### config.mk
export PLATFORM = sky130hd
export DESIGN_NAME = rowaddr_issue_pipe
export DESIGN_NICKNAME = d
export VERILOG_FILES = /design/src/rtl/rowaddr_issue_pipe.sv
export SDC_FILE = /design/constraint.sdc
export NUM_CORES = 1
export LEC_CHECK = 0
export CAP_MARGIN = 20
export CORE_UTILIZATION = 26
export CTS_BUF_LIST = sky130_fd_sc_hd__clkbuf_8 sky130_fd_sc_hd__clkbuf_16
export CTS_CLUSTER_DIAMETER = 150
export DETAILED_ROUTE_END_ITERATION = 12
export PLACE_DENSITY = 0.44
export SYNTH_ARGS = -nofsm -noshare
export SYNTH_HDL_FRONTEND = slang
export SYNTH_SLANG_ARGS = --single-unit
### constraint.sdc
create_clock -name sys_clk -period 1.7 [get_ports sys_clk]
set_input_delay 0.425 -clock sys_clk [delete_from_list [all_inputs] [get_ports sys_clk]]
set_output_delay 0.425 -clock sys_clk [all_outputs]
set_load 0.1 [all_outputs]
### src/rtl/rowaddr_issue_pipe.sv
// Row-address issue pipe: merges memShare row offsets with a per-layer base.
// Optional ROWADDR_BOUND_CHK_EN adds the addr_oob_o range flag.
module rowaddr_issue_pipe #(
  parameter int SHARED_BANK_NUM           = 5,
  parameter int GP1_ROW_ADDR_OFFSET_WIDTH = 1,
  parameter int GP2_ROW_ADDR_OFFSET_WIDTH = 2,
  parameter int MODE_BITWIDTH             = 3,
  parameter int ROW_ADDR_BITWIDTH         = 8,
  parameter int BEAT_ROW_STRIDE           = 4,
  parameter int BEATS_PER_LAYER           = 8,
  parameter int LAYER_NUM                 = 4,
  localparam int LW = (LAYER_NUM > 1) ? $clog2(LAYER_NUM) : 1
) (
  input  logic                                 sys_clk,
  input  logic                                 rst,
  input  logic                                 rqst_valid_i,
  output logic                                 rqst_ready_o,
  input  logic [GP1_ROW_ADDR_OFFSET_WIDTH-1:0] rowAddr_offset0_i,
  input  logic [GP1_ROW_ADDR_OFFSET_WIDTH-1:0] rowAddr_offset1_i,
  input  logic [GP2_ROW_ADDR_OFFSET_WIDTH-1:0] rowAddr_offset2_i,
  input  logic [GP1_ROW_ADDR_OFFSET_WIDTH-1:0] rowAddr_offset3_i,
  input  logic [GP2_ROW_ADDR_OFFSET_WIDTH-1:0] rowAddr_offset4_i,
  input  logic [MODE_BITWIDTH-1:0]             modeSet_i,
  input  logic                                 layer_start_i,
  output logic                                 addr_valid_o,
  input  logic                                 addr_ready_i,
  output logic [ROW_ADDR_BITWIDTH-1:0]         rowAddr0_o,
  output logic [ROW_ADDR_BITWIDTH-1:0]         rowAddr1_o,
  output logic [ROW_ADDR_BITWIDTH-1:0]         rowAddr2_o,
  output logic [ROW_ADDR_BITWIDTH-1:0]         rowAddr3_o,
  output logic [ROW_ADDR_BITWIDTH-1:0]         rowAddr4_o,
  output logic [MODE_BITWIDTH-1:0]             modeSet_o,
  output logic [LW-1:0]                        layer_idx_o,
  output logic                                 last_beat_o,
`ifdef ROWADDR_BOUND_CHK_EN
  output logic                                 addr_oob_o,
`endif
  output logic                                 iter_done_o
);

  localparam int NB = SHARED_BANK_NUM;
  localparam int RW = ROW_ADDR_BITWIDTH;
  localparam int OW = GP2_ROW_ADDR_OFFSET_WIDTH;
  localparam int MW = MODE_BITWIDTH;
  localparam int BW = (BEATS_PER_LAYER > 1) ? $clog2(BEATS_PER_LAYER) : 1;
`ifdef ROWADDR_BOUND_CHK_EN
  localparam int SW = RW + 1;
  localparam logic [31:0] ADDR_MAX =
    32'(LAYER_NUM * BEATS_PER_LAYER * BEAT_ROW_STRIDE - 1);
`else
  localparam int SW = RW;
`endif
  localparam logic [BW-1:0] BEAT_LAST  = BW'(BEATS_PER_LAYER - 1);
  localparam logic [LW-1:0] LAYER_LAST = LW'(LAYER_NUM - 1);
  localparam logic [RW-1:0] STRIDE     = RW'(BEAT_ROW_STRIDE);

  logic          s2_adv, accept;
  logic [OW-1:0] off_in [NB];

  logic [BW-1:0] eff_beat, beat_cnt_q, beat_cnt_d;
  logic [LW-1:0] eff_layer, layer_cnt_q, layer_cnt_d;
  logic [RW-1:0] eff_base, base_row_q, base_row_d;
  logic          eff_last_beat, eff_last_layer;
  logic          iter_done_q, iter_done_d;

  logic          s1_valid_q, s1_valid_d;
  logic [OW-1:0] s1_off_q [NB];
  logic [OW-1:0] s1_off_d [NB];
  logic [MW-1:0] s1_mode_q, s1_mode_d;
  logic [RW-1:0] s1_base_q, s1_base_d;
  logic [LW-1:0] s1_layer_q, s1_layer_d;
  logic          s1_last_q, s1_last_d;

  logic [SW-1:0] sum [NB];
  logic          s2_valid_q, s2_valid_d;
  logic [RW-1:0] s2_addr_q [NB];
  logic [RW-1:0] s2_addr_d [NB];
  logic [MW-1:0] s2_mode_q, s2_mode_d;
  logic [LW-1:0] s2_layer_q, s2_layer_d;
  logic          s2_last_q, s2_last_d;
`ifdef ROWADDR_BOUND_CHK_EN
  logic          s2_oob_q, s2_oob_d, oob_any;
`endif

  assign off_in[0] = OW'(rowAddr_offset0_i);
  assign off_in[1] = OW'(rowAddr_offset1_i);
  assign off_in[2] = OW'(rowAddr_offset2_i);
  assign off_in[3] = OW'(rowAddr_offset3_i);
  assign off_in[4] = OW'(rowAddr_offset4_i);

  assign s2_adv       = ~s2_valid_q | addr_ready_i;
  assign rqst_ready_o = ~s1_valid_q | s2_adv;
  assign accept       = rqst_valid_i & rqst_ready_o;

  // layer_start_i restarts the count before this cycle's beat is stamped
  assign eff_beat       = layer_start_i ? '0 : beat_cnt_q;
  assign eff_layer      = layer_start_i ? '0 : layer_cnt_q;
  assign eff_base       = layer_start_i ? '0 : base_row_q;
  assign eff_last_beat  = (eff_beat == BEAT_LAST);
  assign eff_last_layer = (eff_layer == LAYER_LAST);

  always_comb begin
    beat_cnt_d  = eff_beat;
    layer_cnt_d = eff_layer;
    base_row_d  = eff_base;
    iter_done_d = 1'b0;
    if (accept) begin
      base_row_d = eff_base + STRIDE;
      if (eff_last_beat) begin
        beat_cnt_d = '0;
        if (eff_last_layer) begin
          layer_cnt_d = '0;
          base_row_d  = '0;
          iter_done_d = 1'b1;
        end else begin
          layer_cnt_d = eff_layer + LW'(1);
        end
      end else begin
        beat_cnt_d = eff_beat + BW'(1);
      end
    end
  end

  always_comb begin
    s1_valid_d = s1_valid_q;
    s1_off_d   = s1_off_q;
    s1_mode_d  = s1_mode_q;
    s1_base_d  = s1_base_q;
    s1_layer_d = s1_layer_q;
    s1_last_d  = s1_last_q;
    if (rqst_ready_o) s1_valid_d = rqst_valid_i;
    if (accept) begin
      s1_off_d   = off_in;
      s1_mode_d  = modeSet_i;
      s1_base_d  = eff_base;
      s1_layer_d = eff_layer;
      s1_last_d  = eff_last_beat;
    end
  end

  always_comb begin
    for (int k = 0; k < NB; k++) begin
      sum[k] = SW'(s1_base_q) + SW'(s1_off_q[k]);
    end
  end

`ifdef ROWADDR_BOUND_CHK_EN
  always_comb begin
    oob_any = 1'b0;
    for (int k = 0; k < NB; k++) begin
      oob_any = oob_any | sum[k][RW] | (32'(sum[k]) > ADDR_MAX);
    end
  end
`endif

  always_comb begin
    s2_valid_d = s2_valid_q;
    s2_addr_d  = s2_addr_q;
    s2_mode_d  = s2_mode_q;
    s2_layer_d = s2_layer_q;
    s2_last_d  = s2_last_q;
`ifdef ROWADDR_BOUND_CHK_EN
    s2_oob_d   = s2_oob_q;
`endif
    if (s2_adv) s2_valid_d = s1_valid_q;
    if (s2_adv & s1_valid_q) begin
      for (int k = 0; k < NB; k++) begin
        s2_addr_d[k] = sum[k][RW-1:0];
      end
      s2_mode_d  = s1_mode_q;
      s2_layer_d = s1_layer_q;
      s2_last_d  = s1_last_q;
`ifdef ROWADDR_BOUND_CHK_EN
      s2_oob_d   = oob_any;
`endif
    end
  end

  always_ff @(posedge sys_clk) begin
    if (rst) begin
      beat_cnt_q  <= '0;
      layer_cnt_q <= '0;
      base_row_q  <= '0;
      iter_done_q <= 1'b0;
      s1_valid_q  <= 1'b0;
      s1_off_q    <= '{default: '0};
      s1_mode_q   <= '0;
      s1_base_q   <= '0;
      s1_layer_q  <= '0;
      s1_last_q   <= 1'b0;
      s2_valid_q  <= 1'b0;
      s2_addr_q   <= '{default: '0};
      s2_mode_q   <= '0;
      s2_layer_q  <= '0;
      s2_last_q   <= 1'b0;
`ifdef ROWADDR_BOUND_CHK_EN
      s2_oob_q    <= 1'b0;
`endif
    end else begin
      beat_cnt_q  <= beat_cnt_d;
      layer_cnt_q <= layer_cnt_d;
      base_row_q  <= base_row_d;
      iter_done_q <= iter_done_d;
      s1_valid_q  <= s1_valid_d;
      s1_off_q    <= s1_off_d;
      s1_mode_q   <= s1_mode_d;
      s1_base_q   <= s1_base_d;
      s1_layer_q  <= s1_layer_d;
      s1_last_q   <= s1_last_d;
      s2_valid_q  <= s2_valid_d;
      s2_addr_q   <= s2_addr_d;
      s2_mode_q   <= s2_mode_d;
      s2_layer_q  <= s2_layer_d;
      s2_last_q   <= s2_last_d;
`ifdef ROWADDR_BOUND_CHK_EN
      s2_oob_q    <= s2_oob_d;
`endif
    end
  end

  assign addr_valid_o = s2_valid_q;
  assign rowAddr0_o   = s2_addr_q[0];
  assign rowAddr1_o   = s2_addr_q[1];
  assign rowAddr2_o   = s2_addr_q[2];
  assign rowAddr3_o   = s2_addr_q[3];
  assign rowAddr4_o   = s2_addr_q[4];
  assign modeSet_o    = s2_mode_q;
  assign layer_idx_o  = s2_layer_q;
  assign last_beat_o  = s2_last_q;
  assign iter_done_o  = iter_done_q;
`ifdef ROWADDR_BOUND_CHK_EN
  assign addr_oob_o   = s2_oob_q;
`endif

endmodule

==> results.yml, run 1 <==
sta:
  finalSetupViolations: 0
  finalHoldViolCount: 0
  worst_pin_slew_ns: 0.365
  clock_skew_ns: 0.00379
  slew_headroom_pct: 75.7
  fmax_mhz: 598
  drv_slew: 0
  period_share_pct: 98.4
  fin_crit_ns: 1.67
  rsz0062_at_grt: "false"
  finalSetupTns_ns: 0
place:
  io_buffers: 63
  dp.cells: 684
  dp_hpwl_um: 6840
  placed_area_um2: 5360
  gp_congestion: 0.757
flow_run:
  maxCapViolations: 0
floorplanning:
  dieArea_um2: 15300
  ioPinCount: 64
  core_um2: 14500
  die_h_um: 124
  start_util_pct: 26.6
  rows: 44
  fp.dieW_um: 124
drt:
  wl_per_cell_um: 13.1
  via_per_inst: 4.39
  vias: 3078
  drtIter0Drc: 153
  routed_wl_um: 9180
  drc_errors: 0
  drt_pre_antenna_iters: 4
  drtAntennaViolNets: 0
global_routing:
  grt-ovfl-total: 0
  grt_pass1_wl_um: 14900
  grt.total_usage_pct: 12.9
  grt_max_degree: 44
  antenna_found_initial: 0
  grt_pass1_vias: 3014
status:
  status: "complete, no violations"
synth:
  yosys.area.top_type: "dfxtp_1"
  netlist_area_um2: 3840
  yosys.area.top_type_share_pct: 43.2
  yosysWarnings: 0
  syn_inst: 430
  ys_ff_latch: 83
  yosys-top-cells-area: "dfxtp_1 (43%), a211oi_2 (9.1%), nand2_1 (8.3%)"
  synth-seq-area-share_pct: 43.2
  syn_area_per_cell_um2: 8.94
  synth_cell_types: 31
  syn_nets: 461
critical_path:
  critPathKind: "primary input to primary output"
  critPathLaunch: "addr_ready_i"
  crit_fanout: 2
  cp.required_ns: 1.27
  startpoint_type: "primary input"
  end_kind: "primary output"
  rr_worst_depth: 6
  reg2reg_from: "s1_base_q[0]"
  crit_path_cell_trace: "clkdlybuf4s50_1, nand3b_4, buf_12"
  cpPeakStageDelay_ns: 0.49
  cp.arrival_ns: 1.25
  cp_slowest_cell: "clkdlybuf4s50_1"
layout:
  final_common_cell: "nand2_1"
  syn2layout_area_growth_pct: 47.9
  final_cell_area_um2: 5690
  final_cells: 701
  most-common-layout-cells: "nand2_1 (85), dfxtp_1 (80), buf_12 (55)"
  layout-drive-gt1-share_pct: 28.2
  antenna_cells: 0
  nets: 543
  utilization_pct: 39.3
  n_fill_cell: 1451
  multiInputGateArea_um2: 1960
  regArea_um2: 1670
pwr:
  p_per_area_nw_per_um2: 867
  switching_share_pct: 28.7
  p_leak_nw: 2.14
  vdd_drop_max_v: 0.000380
  pwr-share-seq_pct: 42.3
  switching_power_w: 0.00142
  clkPwrFrac_pct: 38.4
  combPwrFrac_pct: 19.3
  intPower_w: 0.00352
clocking:
  cts.sinks: 83
  insertion_delay_ns: 0.34
  cts_tree: "done"
  clkTransAtPathRegs_ns: 0.06
  cts_hold_buf: 0
  htree_num_levels: 3
  cts-root-buf: "clkbuf_16"
  clockBufferDepth: 2
  cts_buffers: 9
worst_hold_path:
  holdPathStages: 2
  hold_path.startpoint: "s1_mode_q[2]"
  hold_class: "flop to flop"
## synth_stat cells, drive strengths merged
| cell | n |
|---|---|
| buf | 23 |
| and2 | 3 |
| dfxtp | 83 |
| ha | 14 |
| nand3 | 14 |
| a21oi | 44 |
| nor3 | 3 |
| nand2 | 86 |
| xor2 | 20 |
| and4b | 1 |
| nor2b | 9 |
| nand4 | 5 |
| xnor2 | 16 |
| and4 | 2 |
| inv | 7 |
| clkbuf | 11 |
| nor2 | 44 |
| o21bai | 1 |
| a211oi | 30 |
| fa | 2 |
| a21o | 2 |
| and3 | 1 |
| nand2b | 1 |
| nor3b | 2 |
| nand3b | 6 |
## registers in the layout (all words and copies together) (netlist names)
name / cells
addr_valid_o: 1
base_row_q: 8
beat_cnt_q: 3
iter_done_o: 1
last_beat_o: 1
layer_cnt_q: 2
layer_idx_o: 2
modeSet_o: 3
rowAddr0_o: 8
rowAddr1_o: 8
rowAddr2_o: 8
rowAddr3_o: 8
rowAddr4_o: 8
s1_base_q: 8
s1_last_q: 1
s1_layer_q: 2
s1_mode_q: 3
s1_off_q: 7
s1_valid_q: 1
## repair_timing
action	in CTS	in global routing
setup endpoints to repair	2	8
buffers inserted	1	0
endpoints found under the hold margin	0	0
gates resized for setup	1	8
pin swaps	0	1
## layout make-up
cell class / count / share of cell area, %
clock buffer: 13 / 4.93
clock inverter: 3 / 0.220
inverter: 7 / 0.462
multi-input combinational: 306 / 34.4
sequential: 83 / 29.3
tap: 184 / 4.05
timing repair buffer: 105 / 26.6
## critical path: cells and delay by family
kind,cells,cell delay [ns]
buffers and inverters,2,0.67
and+or+nand+nor,1,0.16
## power groups by stage
stage                     Clock [W]  Sequential [W]  Combinational (W)
final                       0.00189         0.00209           0.000951
after global routing        0.00205         0.00210           0.000999
after CTS                   0.00195         0.00209           0.000955
after detailed placement          0         0.00213           0.000953
after global placement            0         0.00213           0.000948
after floorplan                   0         0.00246           0.000256
## path summary, 6_finish.rpt
| kind | end | slack, ns |
|---|---|---|
| max reg2reg | rowAddr4_o[4] | 0.12 |
| min reg2reg | s1_mode_q[2] | 0.46 |
| max | rqst_ready_o | 0.03 |
| min | s1_mode_q[2] | 0.46 |
## cell families after synthesis
logic type	count (synthesis)	synth area share [%]
AND/OR/NAND/NOR	177	20.4
flip-flops	83	43.2
AO/OA/AOI/OAI	77	15.9
buffers and inverters	41	6.64
XOR/XNOR	36	8.20
adder cells (fa/ha/maj)	16	5.60
## routing by layer
layer  up-vias  track usage (%)  part of all wire (%)
li1       1584                -                     -
met1      1425             15.5                    46
met3        10             4.26                   4.8
met4         0             3.84                   1.2
met2        59             21.9                    48
met5         -                0                     0
## metrics by stage
stage / power, W / hold WS (ns) / setup WS (ns)
floorplan: 0.00272 / 0.432 / 0.000913
global placement: 0.00308 / 0.448 / -0.293
detailed placement: 0.00309 / 0.451 / -0.369
CTS: 0.00499 / 0.459 / 0.00570
global route: 0.00515 / 0.483 / 0.00454
finish: 0.00493 / 0.456 / 0.0268
Power figures use the tool's default switching activity.
==> run 2: changes to the inputs <==
--- a/config.mk
+++ b/config.mk
@@ -5,10 +5,9 @@
 export SDC_FILE = /design/constraint.sdc
 export NUM_CORES = 1
 export LEC_CHECK = 0
-export CAP_MARGIN = 20
+export CAP_MARGIN = 10
 export CORE_UTILIZATION = 26
 export CTS_BUF_LIST = sky130_fd_sc_hd__clkbuf_8 sky130_fd_sc_hd__clkbuf_16
-export CTS_CLUSTER_DIAMETER = 150
 export DETAILED_ROUTE_END_ITERATION = 12
 export PLACE_DENSITY = 0.44
 export SYNTH_ARGS = -nofsm -noshare
==> results of run 2 <==
Same layout as run 1: the final DEF is identical, and so are final timing and power.
==> run 3: changes to the inputs <==
--- a/config.mk
+++ b/config.mk
@@ -6,10 +6,10 @@
 export NUM_CORES = 1
 export LEC_CHECK = 0
 export CAP_MARGIN = 10
-export CORE_UTILIZATION = 26
+export CORE_UTILIZATION = 53
 export CTS_BUF_LIST = sky130_fd_sc_hd__clkbuf_8 sky130_fd_sc_hd__clkbuf_16
 export DETAILED_ROUTE_END_ITERATION = 12
-export PLACE_DENSITY = 0.44
+export PLACE_DENSITY = 0.79
 export SYNTH_ARGS = -nofsm -noshare
 export SYNTH_HDL_FRONTEND = slang
 export SYNTH_SLANG_ARGS = --single-unit
==> constraint.sdc (replaced) <==
create_clock -name sys_clk -period 1.7 [get_ports sys_clk]
set_input_delay 0.425 -clock sys_clk [delete_from_list [all_inputs] [get_ports sys_clk]]
set_output_delay 0.425 -clock sys_clk [all_outputs]
set_load 0.05 [all_outputs]
==> run 3 against run 2 <==
Sequential share of layout area increased by 5.1 points. Total power decreased by 14%. Flip-flop and latch count unchanged. First-iteration DRC count decreased by 20%. Critical endpoint is now rowAddr2_o[6]. Largest cell class unchanged.
==> results.yml, run 3 (synthesis gave the netlist of run 1 again) <==
pwr:
  p_leak_nw: 1.89
  p_per_area_nw_per_um2: 876
  finalPower_w: 0.00423
  vdd_drop_max_v: 0.000519
status:
  status: "complete, no violations"
layout:
  layout-drive-gt1-share_pct: 26.7
  final_common_cell: "nand2_1"
  n_fill_cell: 556
  antenna_cells: 0
  most-common-layout-cells: "nand2_1 (84), dfxtp_1 (82), buf_4 (71)"
  multiInputGateArea_um2: 1960
  nets: 532
  final_cell_area_um2: 4840
  regArea_um2: 1660
  syn2layout_area_growth_pct: 25.8
  final_cells: 602
sta:
  drv_slew: 0
  clock_skew_ns: 0.0129
  rsz0062_at_grt: "true"
  finalHoldViolCount: 0
  slew_headroom_pct: 76.2
  fin_crit_ns: 1.64
  setup_ws_ns: 0.0647
  fmax_mhz: 612
  worst_pin_slew_ns: 0.357
  finalSetupViolations: 0
  finalSetupTns_ns: 0
  period_share_pct: 96.2
clocking:
  clkTransAtPathRegs_ns: 0.09
  htree_num_levels: 3
  cts_tree: "done"
  clockBufferDepth: 2
  cts-root-buf: "clkbuf_8"
  cts_buffers: 9
  cts.sinks: 83
  insertion_delay_ns: 0.36
  post-cts-setup-buffer-count: 0
  cts_hold_buf: 0
critical_path:
  ff2ff_setup_slack_ns: 0.06
  cpPeakStageDelay_ns: 0.45
  rr_endpoint: "rowAddr2_o[6]"
  cp.required_ns: 2.00
  critPathLaunch: "s1_base_q[0]"
  rr_worst_depth: 6
  crit_path_cell_trace: "ha_1, inv_1, fa_1, nor2_2, xnor2_1, a211oi_2"
  critPathKind: "flop to flop"
  cp.arrival_ns: 1.93
  reg2reg_from: "s1_base_q[0]"
  startpoint_type: "flop"
  cp-endpoint: "rowAddr2_o[6]"
  end_kind: "flop"
  cp_slowest_cell: "fa_1"
  crit_fanout: 3
floorplanning:
  start_util_pct: 55.7
  ioPinCount: 64
  rows: 30
  die_h_um: 87.2
  fp.dieW_um: 87.2
  dieArea_um2: 7600
  core_um2: 6910
drt:
  drt_pre_antenna_iters: 4
  drc_errors: 0
  drtAntennaViolNets: 0
  wl_per_cell_um: 13.2
  via_per_inst: 5.12
  drtIter0Drc: 123
  vias: 3082
  routed_wl_um: 7950
global_routing:
  grt_pass1_vias: 2948
  grt-ovfl-total: 0
  grt.total_usage_pct: 22.7
  antenna_found_initial: 0
  grt_pass1_wl_um: 13400
  grt_max_degree: 42
place:
  gp_congestion: 0.839
  io_buffers: 63
  dp.cells: 586
  dp_hpwl_um: 5640
  pre_cts_ws_ns: -0.290
  placed_area_um2: 4600
flow_run:
  maxCapViolations: 0
worst_hold_path:
  hold_class: "primary input to flop"
[run 3: cell types whose count changed in the layout (fill, tap and decap cells not counted), moves of 2 or more]
cell | before | now
buf_12 | 55 | 9
buf_4 | 35 | 71
clkbuf_16 | 9 | 0
clkbuf_8 | 4 | 9
bufinv_16 | 0 | 2
clkinv_4 | 0 | 2
dfxtp_1 | 80 | 82
nor2_1 | 44 | 42
nor2_2 | 0 | 2
[run 3: what timing repair did]
| item | in CTS | in global routing |
|---|---|---|
| endpoints found under the setup margin | 0 | 9 |
| gates resized for setup | 0 | 7 |
| endpoints found under the hold margin | 0 | 0 |
[run 3: through the flow]
step / utilization [%] / hold WS (ns)
2_1_floorplan: - / 0.432
3_3_place_gp: 66.5 / 0.444
3_5_place_dp: 66.5 / 0.451
6_report: 70.0 / 0.372
4_1_cts: 69.7 / 0.351
5_1_grt: 70.0 / 0.362
[run 3: worst min-delay path by stage]
stage                          endpoint  slack [ns]           from  cells after the start
after floorplan             last_beat_o        0.43      s1_last_q                      2
after global placement    rowAddr2_o[2]        0.44  rowAddr2_o[2]                      2
after detailed placement    last_beat_o        0.45    last_beat_o                      2
after CTS                 base_row_q[2]        0.35            rst                      2
after global routing      base_row_q[2]        0.36            rst                      2
final                     base_row_q[3]        0.37            rst                      2
[run 3: area by class of cell]
type	instances	area share, %
Clock inverter	7	1.94
Tap cell	96	2.48
Clock buffer	9	2.56
Sequential cell	83	34.4
Multi-Input combinational cell	306	40.5
Timing Repair Buffer	94	17.5
Inverter	7	0.543
[run 3: worst max-delay path: cells and delay by family (launching register included)]
family	cells	cell delay, ns
simple gates	1	0.16
fa+ha+maj	2	0.66
buf+inv	1	0.07
xor+xnor	1	0.11
compound gates	1	0.21
flops	1	0.37
[run 3: report_power, final]
| group | total (W) | switching [W] | leakage, nW | internal [W] |
|---|---|---|---|---|
| sequential | 0.00206 | 0.0000409 | 0.677 | 0.00201 |
| combinational | 0.000622 | 0.000392 | 1.10 | 0.000230 |
| clock | 0.00156 | 0.000732 | 0.111 | 0.000824 |
[run 3: metal layers]
layer	track usage (%)	vias to the layer above	part of all wire, %
met4	8.49	0	1.7
met2	38.3	68	48
met3	5.40	13	4.0
li1	-	1572	-
met5	0	-	0
met1	28.4	1429	47
